## src/rtl/pc_pkg.sv

```systemverilog
// Shared definitions for the fetch-stage program-counter unit.
package pc_pkg;

    // Sequencer state codes, visible on State_o.
    typedef enum logic [1:0] {
        ST_IDLE = 2'b00,
        ST_RUN  = 2'b01,
        ST_HALT = 2'b10
    } pc_state_e;

    // Where the next PC comes from; usable by hazard/debug logic.
    typedef enum logic [2:0] {
        SRC_HOLD   = 3'd0,
        SRC_SEQ    = 3'd1,
        SRC_TRAP   = 3'd2,
        SRC_RET    = 3'd3,
        SRC_JUMP   = 3'd4,
        SRC_BRANCH = 3'd5,
        SRC_RESET  = 3'd6
    } pc_src_e;

endpackage

```

## src/rtl/pc_ras.sv

```systemverilog
// Circular return-address stack. A push when full overwrites the oldest entry.
module pc_ras #(
    parameter int XLEN  = 32,
    parameter int DEPTH = 4
) (
    input  logic            Clk_i,
    input  logic            Rst_n_i,
    input  logic            Push_i,
    input  logic            Pop_i,
    input  logic [XLEN-1:0] PushData_i,
    output logic [XLEN-1:0] Top_o,
    output logic            Empty_o,
    output logic            Full_o
);
    localparam int PW = $clog2(DEPTH);
    localparam int CW = PW + 1;

    logic [XLEN-1:0] mem [DEPTH];
    logic [PW-1:0]   ptr_reg;
    logic [CW-1:0]   count_reg;
    logic [PW-1:0]   top_idx;

    // ptr_reg points at the next free slot; the top lives one below it.
    assign top_idx = ptr_reg - PW'(1);
    assign Top_o   = mem[top_idx];
    assign Empty_o = (count_reg == '0);
    assign Full_o  = (count_reg == CW'(DEPTH));

    // Pointer and occupancy; count saturates while the pointer keeps wrapping.
    always_ff @(posedge Clk_i) begin
        if (!Rst_n_i) begin
            ptr_reg   <= '0;
            count_reg <= '0;
        end else if (Push_i) begin
            ptr_reg <= ptr_reg + PW'(1);
            if (!Full_o) count_reg <= count_reg + CW'(1);
        end else if (Pop_i && !Empty_o) begin
            ptr_reg   <= top_idx;
            count_reg <= count_reg - CW'(1);
        end
    end

    // Entry storage; contents need no reset since count gates their use.
    always_ff @(posedge Clk_i) begin
        if (Push_i) mem[ptr_reg] <= PushData_i;
    end

endmodule

```

## src/rtl/pc_sequencer.sv

```systemverilog
// Fetch-stage PC: IDLE/RUN/HALT sequencer, priority redirect mux, RAS, alignment check.
module pc_sequencer
    import pc_pkg::*;
#(
    parameter int          XLEN      = 32,
    parameter logic [XLEN-1:0] RESET_VEC = '0,
    parameter logic [XLEN-1:0] TRAP_VEC  = XLEN'('h100),
    parameter int          INC       = 4,
    parameter int          RAS_DEPTH = 4
) (
    input  logic            Clk_i,
    input  logic            Rst_n_i,
    input  logic            Start_i,
    input  logic            Halt_i,
    input  logic            PCWrite_i,
    input  logic            Branch_i,
    input  logic [XLEN-1:0] BranchTarget_i,
    input  logic            Jump_i,
    input  logic [XLEN-1:0] JumpTarget_i,
    input  logic            Call_i,
    input  logic            Ret_i,
    input  logic            Trap_i,
    output logic [XLEN-1:0] PC_o,
    output logic            Valid_o,
    output logic [1:0]      State_o,
    output logic            RasEmpty_o,
    output logic            RasFull_o,
    output logic            Misaligned_o,
    output logic            RasUnderflow_o
);
    // Low bits that must be zero in any loaded target (empty mask when INC == 1).
    localparam logic [XLEN-1:0] ALIGN_MASK = XLEN'(INC - 1);

    pc_state_e       state_reg, state_next;
    pc_src_e         src;
    logic [XLEN-1:0] pc_reg, pc_next, pc_seq, ras_top;
    logic            mis_reg, mis_next, unf_reg, unf_next;
    logic            ras_push, ras_pop;

    assign pc_seq = pc_reg + XLEN'(INC);

    pc_ras #(.XLEN(XLEN), .DEPTH(RAS_DEPTH)) u_ras (
        .Clk_i      (Clk_i),
        .Rst_n_i    (Rst_n_i),
        .Push_i     (ras_push),
        .Pop_i      (ras_pop),
        .PushData_i (pc_seq),
        .Top_o      (ras_top),
        .Empty_o    (RasEmpty_o),
        .Full_o     (RasFull_o)
    );

    // Sequencer decision: next state, redirect source, RAS ops and pulse flags.
    always_comb begin
        state_next = state_reg;
        src        = SRC_HOLD;
        ras_push   = 1'b0;
        ras_pop    = 1'b0;
        mis_next   = 1'b0;
        unf_next   = 1'b0;
        unique case (state_reg)
            ST_IDLE: begin
                src = SRC_RESET;
                if (Start_i) state_next = ST_RUN;
            end
            ST_RUN: begin
                if (Trap_i) begin
                    src = SRC_TRAP;
                end else if (Halt_i) begin
                    state_next = ST_HALT;
                end else if (!PCWrite_i) begin
                    src = SRC_HOLD;
                end else if (Ret_i) begin
                    if (!RasEmpty_o) begin
                        src     = SRC_RET;
                        ras_pop = 1'b1;
                    end else begin
                        src      = SRC_SEQ;
                        unf_next = 1'b1;
                    end
                end else if (Jump_i) begin
                    src      = SRC_JUMP;
                    ras_push = Call_i;
                    mis_next = |(JumpTarget_i & ALIGN_MASK);
                end else if (Branch_i) begin
                    src      = SRC_BRANCH;
                    mis_next = |(BranchTarget_i & ALIGN_MASK);
                end else begin
                    src = SRC_SEQ;
                end
            end
            ST_HALT: begin
                if (Start_i) state_next = ST_RUN;
            end
            default: state_next = ST_IDLE;
        endcase
    end

    // Next-PC mux driven by the selected redirect source.
    always_comb begin
        pc_next = pc_reg;
        unique case (src)
            SRC_SEQ:    pc_next = pc_seq;
            SRC_TRAP:   pc_next = TRAP_VEC;
            SRC_RET:    pc_next = ras_top;
            SRC_JUMP:   pc_next = JumpTarget_i & ~ALIGN_MASK;
            SRC_BRANCH: pc_next = BranchTarget_i & ~ALIGN_MASK;
            SRC_RESET:  pc_next = RESET_VEC;
            default:    pc_next = pc_reg;
        endcase
    end

    // State, PC and one-cycle pulse registers.
    always_ff @(posedge Clk_i) begin
        if (!Rst_n_i) begin
            state_reg <= ST_IDLE;
            pc_reg    <= RESET_VEC;
            mis_reg   <= 1'b0;
            unf_reg   <= 1'b0;
        end else begin
            state_reg <= state_next;
            pc_reg    <= pc_next;
            mis_reg   <= mis_next;
            unf_reg   <= unf_next;
        end
    end

    assign PC_o           = pc_reg;
    assign State_o        = state_reg;
    assign Valid_o        = (state_reg == ST_RUN);
    assign Misaligned_o   = mis_reg;
    assign RasUnderflow_o = unf_reg;

endmodule
```

## config.mk

```make
export PLATFORM = sky130hd
export DESIGN_NAME = pc_sequencer
export DESIGN_NICKNAME = d
export VERILOG_FILES = /design/src/rtl/pc_pkg.sv /design/src/rtl/pc_ras.sv /design/src/rtl/pc_sequencer.sv
export SDC_FILE = /design/constraint.sdc
export NUM_CORES = 1
export LEC_CHECK = 0
export BUFFER_PORTS_ARGS = -buffer_cell sky130_fd_sc_hd__buf_2
export CELL_PAD_IN_SITES_DETAIL_PLACEMENT = 2
export CELL_PAD_IN_SITES_GLOBAL_PLACEMENT = 2
export CORE_AREA = 2 2 150 152
export CTS_CLUSTER_DIAMETER = 150
export DETAILED_ROUTE_END_ITERATION = 6
export DIE_AREA = 0 0 152 154
export PLACE_DENSITY_LB_ADDON = 0.1
export SYNTH_ARGS = -nofsm -noshare
export SYNTH_HDL_FRONTEND = slang
export SYNTH_HIERARCHICAL = 1
export SYNTH_SLANG_ARGS = --single-unit
```

## constraint.sdc

```tcl
create_clock -name Clk_i -period 2.9 [get_ports Clk_i]
set_clock_uncertainty 0.1 [all_clocks]
set_input_delay 0.29 -clock Clk_i [delete_from_list [all_inputs] [get_ports Clk_i]]
set_output_delay 0.29 -clock Clk_i [all_outputs]
set_load 0.01 [all_outputs]
```

## Yosys cells after proc, flatten, opt, wreduce, memory -nomap -nowiden

Memories as Yosys holds them, arrays and structs flattened.
Index checks and enable logic that the tools add are counted.

| operators by class | value |
|---|---|
| muxes and demuxes | 35 |
| bitwise logic cells | 4 |
| reductions and logical operators | 13 |
| add/sub/neg operators | 5 |
| equality and inequality tests | 13 |

Operator list:

| kind | count |
|---|---|
| $pmux 32 s6 | 1 |
| $add 32x3->32 const B | 1 |
| $mux 3 | 9 |
| $mux 1 | 17 |
| $eq 3x3->1 const B | 4 |
| $mux 2 | 6 |
| $reduce_or 6->1 | 2 |
| $eq 3x2->1 const B | 2 |
| $ne 2x2->1 const B | 3 |
| $pmux 3 s2 | 1 |
| $reduce_bool 6->1 | 1 |
| $reduce_or 2->1 | 3 |
| $not 1->1 | 4 |
| $pmux 2 s2 | 1 |
| $add 3x1->3 const B | 1 |
| $eq 3x1->1 const B | 1 |
| $logic_not 3->1 | 1 |
| $reduce_and 3->1 | 1 |
| $sub 3x1->3 const B | 1 |
| $add 2x1->2 const B | 1 |
| $eq 2x1->1 const B | 1 |
| $eq 2x2->1 const B | 1 |
| $logic_not 2->1 | 1 |
| $ne 2x1->1 const B | 1 |
| 5 further kinds | 5 |

| word-level totals | value |
|---|---|
| input port bits | 74 |
| register bits after elaboration | 41 |
| memories | 1 |
| output and inout port bits | 39 |
| memory bits (writable) | 128 |

Memories:

| memory | depth | bits a word | read ports | clocked after memory_dff | write ports | line | source |
|---|---|---|---|---|---|---|---|
| u_ras.mem | 4 | 32 | 1 | 0 | 1 | pc_ras.sv:18 | `logic [XLEN-1:0] mem [DEPTH];` |

## Logic depth before layout (Yosys ltp)

| depth | value |
|---|---|
| depth after elaboration | 10 |
| gate-level depth with buffers | 11 |
| gate-level depth less buffers | 7 |

## Cells and area by module

The synthesis kept the hierarchy.

Modules (own cells, without submodules):

| module | sequential area each (um^2) | times used | area an instance (um^2) | cells each |
|---|---|---|---|---|
| pc_ras | 3943.8 | 1 | 5001.0 | 218 |
| pc_sequencer | 720.7 | 1 | 2706.3 | 331 |

## Least setup slack after synthesis

OpenSTA, ideal clock, no wires.

| timing path | value |
|---|---|
| kind | flip-flop to flip-flop |
| start | register state_reg[1] (netlist: State_o[1]) |
| end | register u_ras.count_reg[2] |
| buffers on the path | 3 |
| library setup time | 0.115 ns |
| stages on the path, launching flop included | 11 |
| setup slack | -0.262 ns |
| clock period less this slack | 3.162 ns |
| data arrival time | 2.947 ns |
| path through | dfxtp_1 -> buf_2 -> nor3b_1 -> and3_1 -> clkbuf_1 -> clkbuf_1 -> inv_1 -> fa_1 -> or3b_2 -> a21boi_0 -> and3b_1 |

| between the ends | value |
|---|---|
| elaborated cells on any way between the ends | 8 |
| classes of those cells | 2 x eq/ne; 3 x mux; 3 x reduce/logical |

RTL lines:

| item | line | source |
|---|---|---|
| start: declaration | pc_sequencer.sv:34 | `pc_state_e state_reg, state_next;` |
| start signal: assignment | pc_sequencer.sv:121 | `state_reg <= state_next;` |
| $eq 2x1->1 * | pc_sequencer.sv:61 | `unique case (state_reg)` |
| $mux 1 * | pc_sequencer.sv:61 |  |
| named net ras_push | pc_sequencer.sv:38 | `logic ras_push, ras_pop;` |
| $ne 2x2->1 (no source line) / $reduce_bool 2->1 (equally long branches) | - |  |
| $reduce_and 2->1 (no source line) | - |  |
| end signal: assignment | pc_ras.sv:36 | `if (!Full_o) count_reg <= count_reg + CW'(1);` |
| end signal: assignment | pc_ras.sv:39 | `count_reg <= count_reg - CW'(1);` |
| end: declaration | pc_ras.sv:20 | `logic [CW-1:0] count_reg;` |

The timed path passes the listed nets; every way through them passes the cells marked *.
A chain may end at the register's enable or synchronous reset.

## Worst setup path after layout

| timing path | value |
|---|---|
| start | register u_ras.count_reg[2] |
| end | register pc_reg[28] (netlist: PC_o[28]) |

| between the ends | value |
|---|---|
| longest elaborated chain between the ends | 9 |
| elaborated cells on any way between the ends | 15 |
| classes of those cells | 6 x eq/ne; 7 x mux; 2 x reduce/logical |

RTL lines:

| item | line | source |
|---|---|---|
| $logic_not 3->1 * | pc_ras.sv:26 | `assign Empty_o = (count_reg == '0);` |
| $mux 2 * | pc_sequencer.sv:74 | `if (!RasEmpty_o) begin` |
| $mux 3 * | pc_sequencer.sv:73 | `end else if (Ret_i) begin` |
| $mux 3 * | pc_sequencer.sv:71 | `end else if (!PCWrite_i) begin` |
| $mux 3 * | pc_sequencer.sv:69 | `end else if (Halt_i) begin` |
| $mux 3 * | pc_sequencer.sv:67 | `if (Trap_i) begin` |
| $pmux 3 s2 * | pc_sequencer.sv:61 |  |
| $eq 3x3->1 (tied with other cells) | pc_sequencer.sv:102 | `unique case (src)` |
| $pmux 32 s6 / $reduce_bool 6->1 (equally long branches) | - |  |
| end signal: assignment | pc_sequencer.sv:122 | `pc_reg <= pc_next;` |
| end: declaration | pc_sequencer.sv:36 | `logic [XLEN-1:0] pc_reg, pc_next, pc_seq, ras_top;` |

Mark *: on every way between the ends. The rest lies on a longest branch, timed or not.

==> impl_summary.txt <==
----------------------------------------------------
[Floorplan]
  Core Area ... about 22000 µm²
  Initial core utilization ... between 30% and 40%
  Overall die width ... roughly 150 µm
  Overall die height ... between 150 and 200 µm
  I/O pin count ... 113
  Number of placement rows ... 54
  Die area ... 23400 µm²

[Setup path]
  CP delay by family, top ... simple AND/OR/NAND/NOR gates
  Reg2Reg Capture Point ... PC_o[28]
  Reg2reg start ... u_ras/count_reg[2]
  Kind of end point of the critical path ... register
  Worst path max stage delay ... about 0.45 ns
  Crit path cell chain ... or3_4 > inv_1 > nor4bb_2 > buf_4 > and2_1 > buf_4 > a222oi_1 > nand2_1 > a221o_1
  Internal reg-to-reg setup slack ... slightly above 0.3 ns
  Worst endpoint required time ... between 3 and 4 ns
  Count of buffer and inverter cells on the critical path ... 3
  Worst-path fanout max ... 10
  Worst Path Class, Setup ... reg -> reg
  Critical path arrival ... around 2.8 ns
  Depth of the worst register-to-register path ... 9
  Startpoint types ... register
  Crit-path slowest cell ... sky130_fd_sc_hd__or3_4
  Cell seen most often among critical-path stages ... sky130_fd_sc_hd__buf_4

[Placement]
  Placer's final routability congestion estimate ... about 0.76
  HPWL Detailed ... 16.9 mm
  Number of buffers added on ports ... ~110
  Worst slack, placed ... 0.172 ns

[CTS]
  Clk Tree Root Cell ... sky130_fd_sc_hd__clkbuf_16
  Post-CTS Repair Setup Buffers ... 0
  Post-CTS resize count ... 0
  Total number of H-tree levels ... 4
  Clock Tree Buf Depth ... 2
  Clock Sink Count ... between 150 and 200
  Clock tree from TritonCTS ... yes
  Latest clock arrival within the worst-skew pair ... approximately 0.43 ns
  CTS Buf Count ... 17
  Clk pin slew, worst setup/hold paths ... around 0.070 ns
  Cts-stage hold buffer count ... 0

[Status]
  Run status ... completed

[Global routing]
  First-pass GRT wire length ... slightly below 40 mm
  Aggregate global-route resource usage ... ~22%
  Residual overflow from global routing ... 0
  Antenna violations before repair ... 0
  Maximum number of pins on one net before global-route repair ... 25
  Number of global-route vias before repair ... 6287

[Pwr]
  Areal power density over the cells ... between 500 and 600 nW/µm²
  Leakage component of the power ... between 3 and 4 nW
  Peak supply drop ... roughly 0.43 mV

[Worst hold path]
  Destination of the worst hold path ... State_o[0]
  Class of the most critical hold timing path ... in -> reg
  Worst hold start ... Start_i
  Cell depth of the worst hold path ... 3

[Finish]
  Final net count ... 762
  Register Area ... 4670 µm²
  Area taken by multi-input logic gates ... ~2800 µm²
  Antenna diode count ... 0
  Fraction of final layout cells with drive strength greater than 1 ... between 30% and 40%
  Fill cell total of the finished layout ... 2180
  Flip-flop count of the largest register after layout ... 128
  Synthesis-to-finish area growth ... 20.8%

[Synth]
  Cell count after synthesis ... around 550
  Top_reg_cell synth ... sky130_fd_sc_hd__edfxtp_1
  Synthesized cell area ... a little under 8000 µm²
  Synthesis Warnings ... 6
  Number of distinct library cell variants in the gate-level netlist after synthesis ... between 60 and 70
  Ys async rst share ... 0%
  Synthesized Nets ... between 600 and 700
  Count of flip-flops with a built-in enable after synthesis ... between 100 and 150
  Mean Syn Cell Area ... ~14 µm²
  Register area share after synthesis ... 60.5%
  Number of flip-flops and latches in the synthesized netlist ... about 170

[Routing]
  First drt pass iteration count ... 5
  Final wirelength ... about 25 mm
  Detail Route Antenna Nets ... 0
  DRC violation count after routing ... 0
  DR WL/cell ... between 20 and 30 µm
  Post-DR vias/cell ... ~5.7
  Starting DRC count in detailed routing ... between 400 and 500
  Total number of vias ... between 5000 and 6000

[Timing]
  Tightest slew margin relative to the limit ... 34.5%
  Unrepaired setup endpoints after global routing ... false
  Final period util ... between 80% and 90%
  Total negative slack ... 0 ns
  Worst Slack Setup Final ... ~0.31 ns
  Slew at the pin closest to its max-slew limit ... 0.982 ns
  Count of pins over their slew limit ... 0
  Post-route minimum period ... between 2 and 3 ns
  Maximum clock frequency ... just under 0.4 GHz
  Final Setup Violations ... 0
  Number of hold-slack violations in the final timing report ... 0

[Job]
  Number of max-capacitance violations reported ... 0

----------------------------------------------------
## kinds of logic (layout without fill, tap and decap cells)
family                   Yosys count  in the layout  synth area share, %
flip-flops                       169            169                 60.5
AO/OA/AOI/OAI                    131            131                 12.3
adder cells (fa/ha/maj)            6              6                 1.07
multiplexers                      34             34                 9.61
buffers and inverters             51            197                 3.21
AND/OR/NAND/NOR                  129            129                 9.90
XOR/XNOR                          29             29                 3.39
## through the flow
stage	utilization (%)	power, mW	hold slack (ns)	instance area, µm²	instances
floorplan	-	2.80	0.303	7720	549
global placement	40.3	2.94	0.409	8740	943
detailed placement	40.3	2.95	0.423	8740	943
CTS	42.9	5.13	0.0156	9300	975
global route	42.9	5.27	0.0287	9310	975
finish	42.9	5.09	0.0267	9310	975
## report_power, final
group	switching [mW]	total (mW)	internal, mW	leakage (nW)
Sequential	0.0299	2.64	2.61	1.46
Combinational	0.158	0.264	0.106	1.54
Clock	0.992	2.19	1.20	0.263
## layout by cell type, fill, tap and decap left out, types with 4 or more instances in the layout
cell type                   netlist  final
sky130_fd_sc_hd__nor3_1          10     10
sky130_fd_sc_hd__nand3_1         16     16
sky130_fd_sc_hd__ha_1             5      5
sky130_fd_sc_hd__buf_2           15    112
sky130_fd_sc_hd__a221o_1          4      4
sky130_fd_sc_hd__and3_1           5      5
sky130_fd_sc_hd__nor2b_1          4      4
sky130_fd_sc_hd__a31oi_1          4      4
sky130_fd_sc_hd__clkinv_4         0      4
sky130_fd_sc_hd__buf_4            4     39
sky130_fd_sc_hd__nand4_1          6      6
sky130_fd_sc_hd__a21oi_1         29     29
sky130_fd_sc_hd__inv_1           13     13
sky130_fd_sc_hd__nand2_1         27     27
sky130_fd_sc_hd__a222oi_1        22     22
sky130_fd_sc_hd__and2_1           8      8
sky130_fd_sc_hd__o21a_1          10     10
sky130_fd_sc_hd__o221ai_1         5      5
sky130_fd_sc_hd__nor4_1           5      5
sky130_fd_sc_hd__mux4_2          32     32
sky130_fd_sc_hd__a221oi_1         5      5
sky130_fd_sc_hd__xor2_1          10     10
sky130_fd_sc_hd__o21ai_0         22     22
sky130_fd_sc_hd__xnor2_1         18     18
sky130_fd_sc_hd__dfxtp_1         41     40
sky130_fd_sc_hd__edfxtp_1       128    128
sky130_fd_sc_hd__nor2_1          18     18
sky130_fd_sc_hd__clkbuf_16        0     17
sky130_fd_sc_hd__a22oi_1          5      5
sky130_fd_sc_hd__a21o_1           4      4
## layer usage
layer  vias up  wire [µm]  GRT usage, %
met5         -          0             0
met4         0        257          5.34
met3        18        750          3.61
met2       123      12600          37.5
met1      2972      11400          29.7
li1       2476          -             -
## cell type report
class | instances | area share [%]
Multi-Input combinational cell | 329 | 30.2
Sequential cell | 169 | 50.1
Tap cell | 280 | 3.76
Clock inverter | 12 | 1.30
Clock buffer | 20 | 4.69
Inverter | 13 | 0.524
Timing Repair Buffer | 152 | 9.38
## synthesized netlist by cell type, types with 6 or more instances
cell type,number,area [µm²]
sky130_fd_sc_hd__a222oi_1,22,220
sky130_fd_sc_hd__buf_2,15,75.1
sky130_fd_sc_hd__nor3_1,10,50.1
sky130_fd_sc_hd__mux4_2,32,721
sky130_fd_sc_hd__nand4_1,6,37.5
sky130_fd_sc_hd__edfxtp_1,128,3840
sky130_fd_sc_hd__xnor2_1,18,158
sky130_fd_sc_hd__inv_1,13,48.8
sky130_fd_sc_hd__xor2_1,10,87.6
sky130_fd_sc_hd__dfxtp_1,41,821
sky130_fd_sc_hd__clkbuf_1,16,60.1
sky130_fd_sc_hd__o21ai_0,22,110
sky130_fd_sc_hd__o21a_1,10,75.1
sky130_fd_sc_hd__nand2_1,27,101
sky130_fd_sc_hd__nor2_1,18,67.6
sky130_fd_sc_hd__nand3_1,16,80.1
sky130_fd_sc_hd__a21oi_1,29,145
sky130_fd_sc_hd__and2_1,8,50.1
## worst reg2reg max path, stage by stage, from the launching register on
cell and delay, ns:
sky130_fd_sc_hd__dfxtp_1 0.38, sky130_fd_sc_hd__or3_4 0.45, sky130_fd_sc_hd__inv_1 0.14, sky130_fd_sc_hd__nor4bb_2 0.08
sky130_fd_sc_hd__buf_4 0.17, sky130_fd_sc_hd__and2_1 0.18, sky130_fd_sc_hd__buf_4 0.20, sky130_fd_sc_hd__a222oi_1 0.34
sky130_fd_sc_hd__nand2_1 0.09, sky130_fd_sc_hd__a221o_1 0.36
## worst max path at each step
| stage | depth (start not counted) | to | slack, ns | from |
|---|---|---|---|---|
| after global routing | 8 | PC_o[11] | 0.09 | u_ras/count_reg[0] |
| after CTS | 8 | PC_o[11] | 0.18 | u_ras/count_reg[0] |
| after floorplan | 10 | u_ras/count_reg[2] | -0.01 | State_o[1] |
| after detailed placement | 8 | PC_o[11] | 0.17 | u_ras/count_reg[0] |
| final | 9 | PC_o[28] | 0.31 | u_ras/count_reg[2] |
| after global placement | 8 | u_ras/count_reg[2] | 0.39 | Ret_i |
(Power assumes the default switching activity.)
